File: config.mk
export PLATFORM = sky130hd
export DESIGN_NAME = packet_ram_reader
export DESIGN_NICKNAME = d
export VERILOG_FILES = /design/src/rtl/packet_ram_reader.sv
export SDC_FILE = /design/constraint.sdc
export NUM_CORES = 2
export LEC_CHECK = 0
export CAP_MARGIN = 0
export CORE_AREA = 2 2 620 622
export DETAILED_ROUTE_END_ITERATION = 7
export DIE_AREA = 0 0 622 624
export HOLD_SLACK_MARGIN = 0.03
export PLACE_DENSITY = 0.46
export SETUP_SLACK_MARGIN = 0.1
export SYNTH_ARGS = -nofsm -noshare
export SYNTH_HDL_FRONTEND = slang
export SYNTH_SLANG_ARGS = --single-unit
File: constraint.sdc
create_clock -name i_clk -period 62.3 [get_ports i_clk]
set_input_delay 12.46 -clock i_clk [delete_from_list [all_inputs] [get_ports i_clk]]
set_output_delay 12.46 -clock i_clk [all_outputs]
set_load 0.005 [all_outputs]
File: src/rtl/packet_ram_reader.sv
// rtl/packet_ram_reader.sv - replays a packet stored in RAM as a framed stream
//
// Purpose:
//   Accepts a (addr, len, ctl) command, reads ceil(len/DAT_BYTS) consecutive
//   RAM words (address wraps modulo RAM_DEPTH) and emits them as one stream
//   packet with sop/eop/mod framing. Read data lands in a small skid FIFO so
//   that stream backpressure never drops a beat; reads are only issued while
//   there is guaranteed room for their data.
//
// Optional feature macro: PACKET_RAM_READER_ERR_EN
//   When defined, err is raised on the eop beat if the packet wraps past the
//   end of the RAM (addr+beats > RAM_DEPTH) or len exceeds the RAM size.
//   When undefined, err is constant 0 and wrapping is silent.
//
// Ports:
//   i_clk, i_rst          clock, asynchronous active-high reset
//   i_cmd_val/o_cmd_rdy   command handshake
//   i_cmd_addr            first RAM word of the packet
//   i_cmd_len             packet length in bytes
//   i_cmd_ctl             ctl sideband copied onto every beat
//   o_busy                packet in progress
//   o_ram_a/en/re/we/d    RAM read port (we and d tied 0)
//   i_ram_q               RAM read data, valid RAM_LAT cycles after en
//   o_axi_val/sop/eop/err/ctl/dat/mod, i_axi_rdy   output stream

module packet_ram_reader #(
  parameter int DAT_BYTS  = 64,
  parameter int RAM_DEPTH = 128,
  parameter int RAM_LAT   = 2,
  parameter int LEN_BITS  = 16,
  parameter int CTL_BITS  = 8,
  localparam int AW = $clog2(RAM_DEPTH),
  localparam int DW = DAT_BYTS * 8,
  localparam int MW = $clog2(DAT_BYTS)
) (
  input  logic                i_clk,
  input  logic                i_rst,
  input  logic                i_cmd_val,
  output logic                o_cmd_rdy,
  input  logic [AW-1:0]       i_cmd_addr,
  input  logic [LEN_BITS-1:0] i_cmd_len,
  input  logic [CTL_BITS-1:0] i_cmd_ctl,
  output logic                o_busy,
  output logic [AW-1:0]       o_ram_a,
  output logic                o_ram_en,
  output logic                o_ram_re,
  output logic                o_ram_we,
  output logic [DW-1:0]       o_ram_d,
  input  logic [DW-1:0]       i_ram_q,
  output logic                o_axi_val,
  output logic                o_axi_sop,
  output logic                o_axi_eop,
  output logic                o_axi_err,
  output logic [CTL_BITS-1:0] o_axi_ctl,
  output logic [DW-1:0]       o_axi_dat,
  output logic [MW-1:0]       o_axi_mod,
  input  logic                i_axi_rdy
);

  // FIFO holds every read that can be in flight, so it never overflows.
  localparam int FD   = RAM_LAT + 1;
  localparam int PW   = (FD > 1) ? $clog2(FD) : 1;
  localparam int CNTW = $clog2(FD + 1);
  localparam int SW   = CNTW + 2;

  typedef enum logic [1:0] {ST_IDLE, ST_READ, ST_DRAIN} state_t;

  state_t state_q, state_d;

  logic [AW-1:0]       addr_q;
  logic [LEN_BITS-1:0] beats_q;
  logic [LEN_BITS-1:0] issue_left_q;
  logic [LEN_BITS-1:0] out_idx_q;
  logic [MW-1:0]       mod_q;
  logic [CTL_BITS-1:0] ctl_q;
  logic [RAM_LAT-1:0]  vld_q;

  logic [DW-1:0]       fifo_mem [FD];
  logic [PW-1:0]       wr_ptr_q, rd_ptr_q;
  logic [CNTW-1:0]     fifo_cnt_q;

  logic                cmd_fire;
  logic [LEN_BITS-1:0] cmd_beats;
  logic                issue;
  logic                pop;
  logic                fifo_wr;
  logic                last_beat;
  logic                credit_ok;
  logic [CNTW-1:0]     outst;

  assign cmd_fire  = i_cmd_val && o_cmd_rdy;
  // Round the byte length up to whole beats.
  assign cmd_beats = (i_cmd_len >> MW) + {{(LEN_BITS-1){1'b0}}, |i_cmd_len[MW-1:0]};
  assign fifo_wr   = vld_q[RAM_LAT-1];
  assign o_axi_val = (fifo_cnt_q != '0);
  assign pop       = o_axi_val && i_axi_rdy;
  assign last_beat = (out_idx_q == beats_q - 1'b1);

  // Reads still travelling through the RAM pipeline.
  always_comb begin
    outst = '0;
    for (int i = 0; i < RAM_LAT; i++) begin
      outst = outst + CNTW'(vld_q[i]);
    end
  end

  // A slot freed by this cycle's pop may be reused by this cycle's read,
  // which keeps full throughput when rdy stays high.
  assign credit_ok = (SW'(fifo_cnt_q) + SW'(outst)) < (SW'(FD) + SW'(pop));

  // ---------------- FSM: state register ----------------
  always_ff @(posedge i_clk or posedge i_rst) begin
    if (i_rst) begin
      state_q <= ST_IDLE;
    end else begin
      state_q <= state_d;
    end
  end

  // ---------------- FSM: next state ----------------
  always_comb begin
    state_d = state_q;
    case (state_q)
      ST_IDLE: begin
        // Zero-length commands are consumed without leaving IDLE.
        if (cmd_fire && (i_cmd_len != '0)) state_d = ST_READ;
      end
      ST_READ: begin
        if (issue && (issue_left_q == {{(LEN_BITS-1){1'b0}}, 1'b1})) state_d = ST_DRAIN;
      end
      ST_DRAIN: begin
        if (pop && last_beat) state_d = ST_IDLE;
      end
      default: state_d = ST_IDLE;
    endcase
  end

  // ---------------- FSM: outputs ----------------
  always_comb begin
    o_cmd_rdy = 1'b0;
    o_busy    = 1'b0;
    issue     = 1'b0;
    case (state_q)
      ST_IDLE:  o_cmd_rdy = !i_rst;
      ST_READ: begin
        o_busy = 1'b1;
        issue  = (issue_left_q != '0) && credit_ok;
      end
      ST_DRAIN: o_busy = 1'b1;
      default: ;
    endcase
  end

  // ---------------- command / read datapath ----------------
  always_ff @(posedge i_clk or posedge i_rst) begin
    if (i_rst) begin
      addr_q       <= '0;
      beats_q      <= '0;
      issue_left_q <= '0;
      out_idx_q    <= '0;
      mod_q        <= '0;
      ctl_q        <= '0;
      vld_q        <= '0;
    end else begin
      if (cmd_fire) begin
        addr_q       <= i_cmd_addr;
        beats_q      <= cmd_beats;
        issue_left_q <= cmd_beats;
        out_idx_q    <= '0;
        mod_q        <= i_cmd_len[MW-1:0];
        ctl_q        <= i_cmd_ctl;
      end else begin
        if (issue) begin
          addr_q       <= (addr_q == AW'(RAM_DEPTH - 1)) ? '0 : addr_q + 1'b1;
          issue_left_q <= issue_left_q - 1'b1;
        end
        if (pop) begin
          out_idx_q <= out_idx_q + 1'b1;
        end
      end
      for (int i = RAM_LAT - 1; i > 0; i--) begin
        vld_q[i] <= vld_q[i-1];
      end
      vld_q[0] <= issue;
    end
  end

  // ---------------- skid FIFO ----------------
  always_ff @(posedge i_clk or posedge i_rst) begin
    if (i_rst) begin
      wr_ptr_q   <= '0;
      rd_ptr_q   <= '0;
      fifo_cnt_q <= '0;
    end else begin
      if (fifo_wr) begin
        wr_ptr_q <= (wr_ptr_q == PW'(FD - 1)) ? '0 : wr_ptr_q + 1'b1;
      end
      if (pop) begin
        rd_ptr_q <= (rd_ptr_q == PW'(FD - 1)) ? '0 : rd_ptr_q + 1'b1;
      end
      fifo_cnt_q <= fifo_cnt_q + CNTW'(fifo_wr) - CNTW'(pop);
    end
  end

  // Payload storage needs no reset; occupancy lives in the counters above.
  always_ff @(posedge i_clk) begin
    if (fifo_wr) begin
      fifo_mem[wr_ptr_q] <= i_ram_q;
    end
  end

  // ---------------- RAM port ----------------
  assign o_ram_en = issue;
  assign o_ram_re = issue;
  assign o_ram_a  = issue ? addr_q : '0;
  assign o_ram_we = 1'b0;
  assign o_ram_d  = '0;

  // ---------------- stream framing ----------------
  assign o_axi_dat = o_axi_val ? fifo_mem[rd_ptr_q] : '0;
  assign o_axi_ctl = o_axi_val ? ctl_q : '0;
  assign o_axi_sop = o_axi_val && (out_idx_q == '0);
  assign o_axi_eop = o_axi_val && last_beat;
  assign o_axi_mod = o_axi_eop ? mod_q : '0;

`ifdef PACKET_RAM_READER_ERR_EN
  localparam int EW = LEN_BITS + AW + 1;

  logic err_q;
  logic err_hit;

  assign err_hit = ((EW'(i_cmd_addr) + EW'(cmd_beats)) > EW'(RAM_DEPTH)) ||
                   (EW'(i_cmd_len) > EW'(RAM_DEPTH * DAT_BYTS));

  always_ff @(posedge i_clk or posedge i_rst) begin
    if (i_rst) begin
      err_q <= 1'b0;
    end else if (cmd_fire) begin
      err_q <= err_hit;
    end
  end

  assign o_axi_err = o_axi_eop && err_q;
`else
  assign o_axi_err = 1'b0;
`endif

endmodule

---- After elaboration in Yosys (flattened, before gate mapping) ----
Memory sizes are Yosys's and may differ from the RTL's.
Cells that the tools add are included.
word-level totals
  logic and storage cells ................. 76
  memories kept ........................... 1
  register bits after elaboration ......... 79
  bits in writable memories ............... 1536
operators by class
  reduce and logical (&&, ||, !) cells .... 19
  equality and inequality tests ........... 10
  multiplexer cells ....................... 22
  add/sub/neg operators ................... 12
  $lt $le $gt $ge ......................... 1
memory list
  memory    depth  bits a word  rd ports  clocked after memory_dff  wr ports  RTL line  source
  fifo_mem  3      512          1         0                         1         78        logic [DW-1:0] fifo_mem [FD];
operator list
  kind                     count
  $mux W512                1
  $mux W16                 4
  $reduce_bool A16 Y1      2
  $sub A16 B1 Y16 const B  2
  $mux W7                  4
  $add A16 B1 Y16 const B  1
  $eq A16 B1 Y1 const B    1
  $eq A16 B16 Y1           1
  $logic_not A16 Y1        1
  $add A10 B1 Y11          1
  $mux W2                  5
  $logic_and A1 B1 Y1      8
  $mux W8                  1
  $add A7 B1 Y7 const B    1
  $eq A7 B7 Y1 const B     1
  $eq A2 B2 Y1 const B     3
  $mux W6                  1
  $ne A2 B2 Y1 const B     3
  $pmux W2 S3              1
  $reduce_bool A2 Y1       3
  $reduce_or A6 Y1         1
  $mux W1                  5
  $add A2 B1 Y2 const B    2
  $add A2 B1 Y3 const A    1
  other kinds (10)         10

---- Longest topological paths before layout ----
  depth in word-level cells ............... 9
  depth in mapped cells ................... 11

---- Least setup slack after synthesis ----
OpenSTA, ideal clock, no wires.
  kind .................................... input to output
  from .................................... in i_axi_rdy
  to ...................................... out o_ram_a[0]
  buffers on the path ..................... 3
  arrival ................................. 14650 ps
  cell stages on the path ................. 10
  slack ................................... 35190 ps
  required time ........................... 49840 ps
  cell sequence ........................... o21ai_1 -> inv_1 -> clkbuf_1 -> ha_1 -> or3_1 -> o22ai_1 -> o211a_1 -> buf_2 -> clkbuf_1 -> and2_1
between the ends
  word-level cells in the longest chain between the ends .. 6
ends and longest elaborated chain
  what                 RTL line  source
  start, declared      57        input logic i_axi_rdy
  $logic_and A1 B1 Y1  96        assign pop = o_axi_val && i_axi_rdy;
  via pop              85        logic pop;
  $add A2 B1 Y3        109       assign credit_ok = (SW'(fifo_cnt_q) + SW'(outst)) < (SW'(FD) + SW'(pop));
  $lt A3 B3 Y1         109
  $logic_and A1 B1 Y1  147       issue = (issue_left_q != '0) && credit_ok;
  $mux W1              143       case (state_q)
  via o_ram_en         45        output logic o_ram_en,
  $mux W7              215       assign o_ram_a = issue ? addr_q : '0;
  end, declared        44        output logic [AW-1:0] o_ram_a,
The timed path passes the listed nets, and every way through them passes these cells.

---- Worst setup path in the final report ----
  from .................................... in i_axi_rdy
  to ...................................... out o_ram_a[3]
between the ends
  word-level cells in the longest chain between the ends .. 6
ends and longest elaborated chain
  what                 RTL line
  $logic_and A1 B1 Y1  96
  $add A2 B1 Y3        109
  $lt A3 B3 Y1         109
  $logic_and A1 B1 Y1  147
  $mux W1              143
  $mux W7              215
No other way between the ends.

==> results.sh <==
export IMPL_routed_wl_um=211000
export IMPL_max_freq_ghz=0.0355
export IMPL_grt_pass1_wl_um=291000
export IMPL_die_w_um=622
export IMPL_r2r_end="fifo_mem[2][289]"
export IMPL_cts_sinks=1610
export IMPL_hold_buffers=0
export IMPL_dp_hpwl_um=144000
export IMPL_p_per_area_nw_per_um2=46.0
export IMPL_crit_required_ns=49.84
export IMPL_syn_to_final_growth_pct=31.0
export IMPL_cts_tree="done"
export IMPL_ant_nets=0
export IMPL_first_global_vias=38600
export IMPL_portBuffers=1086
export IMPL_multi_input_area_sq_um=15900
export IMPL_maxSlewHeadroom_pct=28.1
export IMPL_slew_violations=0
export IMPL_layout_min_cycle_time_ns=28.20
export IMPL_fp_dieH_um=624
export IMPL_r2r_start="vld_q[1]"
export IMPL_synth_area_sq_um=66800
export IMPL_drtIter0Drc=1974
export IMPL_wl_per_cell_um=19.0
export IMPL_clk_pin_slew_ns=0.06
export IMPL_initial_core_util_pct=17.5
export IMPL_status="finished clean"
export IMPL_fin_ws_ns=34.10
export IMPL_r2r_cells=5
export IMPL_synth_distinct_cells=59
export IMPL_cp_slowest_cell="clkdlybuf4s50_1"
export IMPL_skew_ns=0.0702
export IMPL_numCtsBuffers=191
export IMPL_layout_commonest_cell="edfxtp_1"
export IMPL_period_share_pct=45.3
export IMPL_irDropWorstVdd_uv=26.0
export IMPL_via_per_inst=3.60
export IMPL_synth_seq_cells=1610
export IMPL_fill_cells=40100
export IMPL_crit_buf_inv=4
export IMPL_worst_slew_pin_slew_ns=1.08
export IMPL_core_area_sq_um=381000
export IMPL_crit_path_end_kind="output pin"
export IMPL_hold_depth=2
export IMPL_drtPass1Iterations=5
export IMPL_synth_flop_cell="edfxtp_1"
export IMPL_clk_path_buf_depth=4
export IMPL_rsz0062_at_grt="false"
export IMPL_cp_slowest_stage_delay_ns=0.51
export IMPL_htree_num_levels=4
export IMPL_seq_area_sq_um=48000
export IMPL_place_congestion=0.775
export IMPL_clock_latency_ns=0.87
export IMPL_reg2reg_setup_slack_ns=57.48
export IMPL_ys_seq_area_share_pct=71.9
export IMPL_placed_cell_area_sq_um=81600
export IMPL_crit_path_max_fanout=26
export IMPL_io_pins=1601
export IMPL_hold_viol=0
export IMPL_nets=6481
export IMPL_via_count=40000
export IMPL_rows=227
export IMPL_root_buffer="clkbuf_16"
export IMPL_stdcell_count=11100
export IMPL_place_ws_ns=34.02
export IMPL_cpMostUsedCell="clkdlybuf4s50_1"
export IMPL_drive_above_1_share_pct=5.66
export IMPL_grt_ovfl_total=0
export IMPL_p_leak_uw=0.0306
export IMPL_hold_path_endpoint="mod_q[2]"
export IMPL_numPlacedInstances=10800
export IMPL_cts_resized_gates=0
export IMPL_grt_max_degree=199
export IMPL_start_kind="input pin"
export IMPL_async_flop_share_pct=4.60
export IMPL_crit_arrival_ns=15.74
export IMPL_path_class="input pin to output pin"
export IMPL_synth_edf_count=1536
export IMPL_hold_class="flip-flop to flip-flop"
export IMPL_cp_cell_sequence="clkdlybuf4s50_1 -> o21ai_1 -> inv_1 -> ha_1 -> or3_1 -> o22ai_1 -> o211a_1 -> buf_4 -> and2_1 -> clkdlybuf4s50_1"
export IMPL_tns_ns=0
export IMPL_track_usage_pct=10.2
export IMPL_drv_cap=0
export IMPL_drc=0
export IMPL_crit_family="buffers and inverters"
export IMPL_antenna_found_initial=62
export IMPL_hold_start="mod_q[2]"
export IMPL_layout_common_cells="edfxtp_1, clkdlybuf4s50_1, nor2_1"
export IMPL_die_area_sq_um=388000
export IMPL_synth_cells=4828
export IMPL_finish_instance_area_sq_um=87500
export IMPL_syn_avg_cell_area_sq_um=13.8
export IMPL_post_cts_setup_buffers=0
export IMPL_setup_viol=0
export IMPL_yosys_warnings=0
==> final cells by class <==
| class | instances | area share [%] |
|---|---|---|
| sequential | 1610 | 54.8 |
| multi-input combinational | 2946 | 18.1 |
| timing repair buffer | 1147 | 13.0 |
| tap | 5038 | 7.20 |
| clock buffer | 226 | 5.61 |
| clock inverter | 108 | 1.06 |
| inverter | 21 | 0.0915 |
| antenna | 13 | 0.0372 |
==> synthesized netlist by cell type (all sizes together) (7+ instances only) <==
library cell	count	area, sq um
xnor2	23	201
nand2	87	327
and2	23	144
o21ai	19	95.1
nand4	14	87.6
buf	590	4150
nor3	13	76.3
nor2	1073	4030
a21oi	525	2630
mux2i	515	5150
edfxtp	1536	46100
nor4	10	68.8
inv	21	78.8
clkbuf	174	653
or3	7	43.8
ha	16	200
xor2	23	201
dfrtp	74	1850
nand3	13	65.1
and3	11	68.8
==> power by group <==
| group | total (uW) | leakage, uW | internal, uW | switching, uW |
|---|---|---|---|---|
| Combinational | 1550 | 0.0129 | 675 | 872 |
| Clock | 1050 | 0.00285 | 599 | 454 |
| Sequential | 1420 | 0.0149 | 1360 | 59.5 |
==> metal layers <==
layer	wire, um	vias up	global-route usage [%]	share of wire (%)
li1	-	18500	-	-
met1	81500	19800	11.4	39
met2	109000	1269	18.7	52
met3	14900	345	3.15	7.1
met4	5450	50	2.72	2.6
met5	323	-	0	0.15
==> metrics by stage <==
stage	util, %	hold WS (ns)	total power (uW)
after floorplan	-	0.392	2280
after global placement	21.4	0.453	3040
after detailed placement	21.4	0.457	3040
after CTS	22.9	0.475	4120
after global routing	23.0	0.493	4260
final	23.0	0.471	4020
==> worst max path at each step <==
stage / end / cells after the start / startpoint / slack [ns]
after floorplan: o_ram_a[0] / 10 / i_axi_rdy / 35.19
after CTS: o_ram_a[3] / 10 / i_axi_rdy / 34.01
after global routing: o_ram_a[1] / 10 / i_axi_rdy / 33.79
after detailed placement: o_ram_a[3] / 10 / i_axi_rdy / 34.02
after global placement: o_ram_a[4] / 10 / i_axi_rdy / 34.02
final: o_ram_a[3] / 10 / i_axi_rdy / 34.10
==> cells by family (layout without fill, tap and decap cells) <==
kind of cell	count (synthesis)	count (layout)	share of synthesized area (%)
buf+inv	785	1502	7.31
compound gates	574	574	4.46
mux	519	519	7.79
flops	1610	1610	71.9
other cells	1	527	0.00562
xor+xnor	46	46	0.603
simple gates	1276	1276	7.65
fa+ha+maj	17	17	0.330
==> flip-flops by register name (all words and copies together), names as in the netlist <==
register      flops
fifo_mem       1536
addr_q            7
out_idx_q        16
mod_q             6
beats_q          11
state_q           2
wr_ptr_q          2
vld_q             2
rd_ptr_q          2
issue_left_q     16
fifo_cnt_q        2
ctl_q             8
==> worst reg2reg max path, delay by kind of cell, from the launching register on <==
| kind | cells | cell delay, ns |
|---|---|---|
| flip-flops | 1 | 0.51 |
| buffers and inverters | 4 | 3.31 |
| AND/OR/NAND/NOR | 1 | 0.55 |
(Power assumes the default switching activity.)
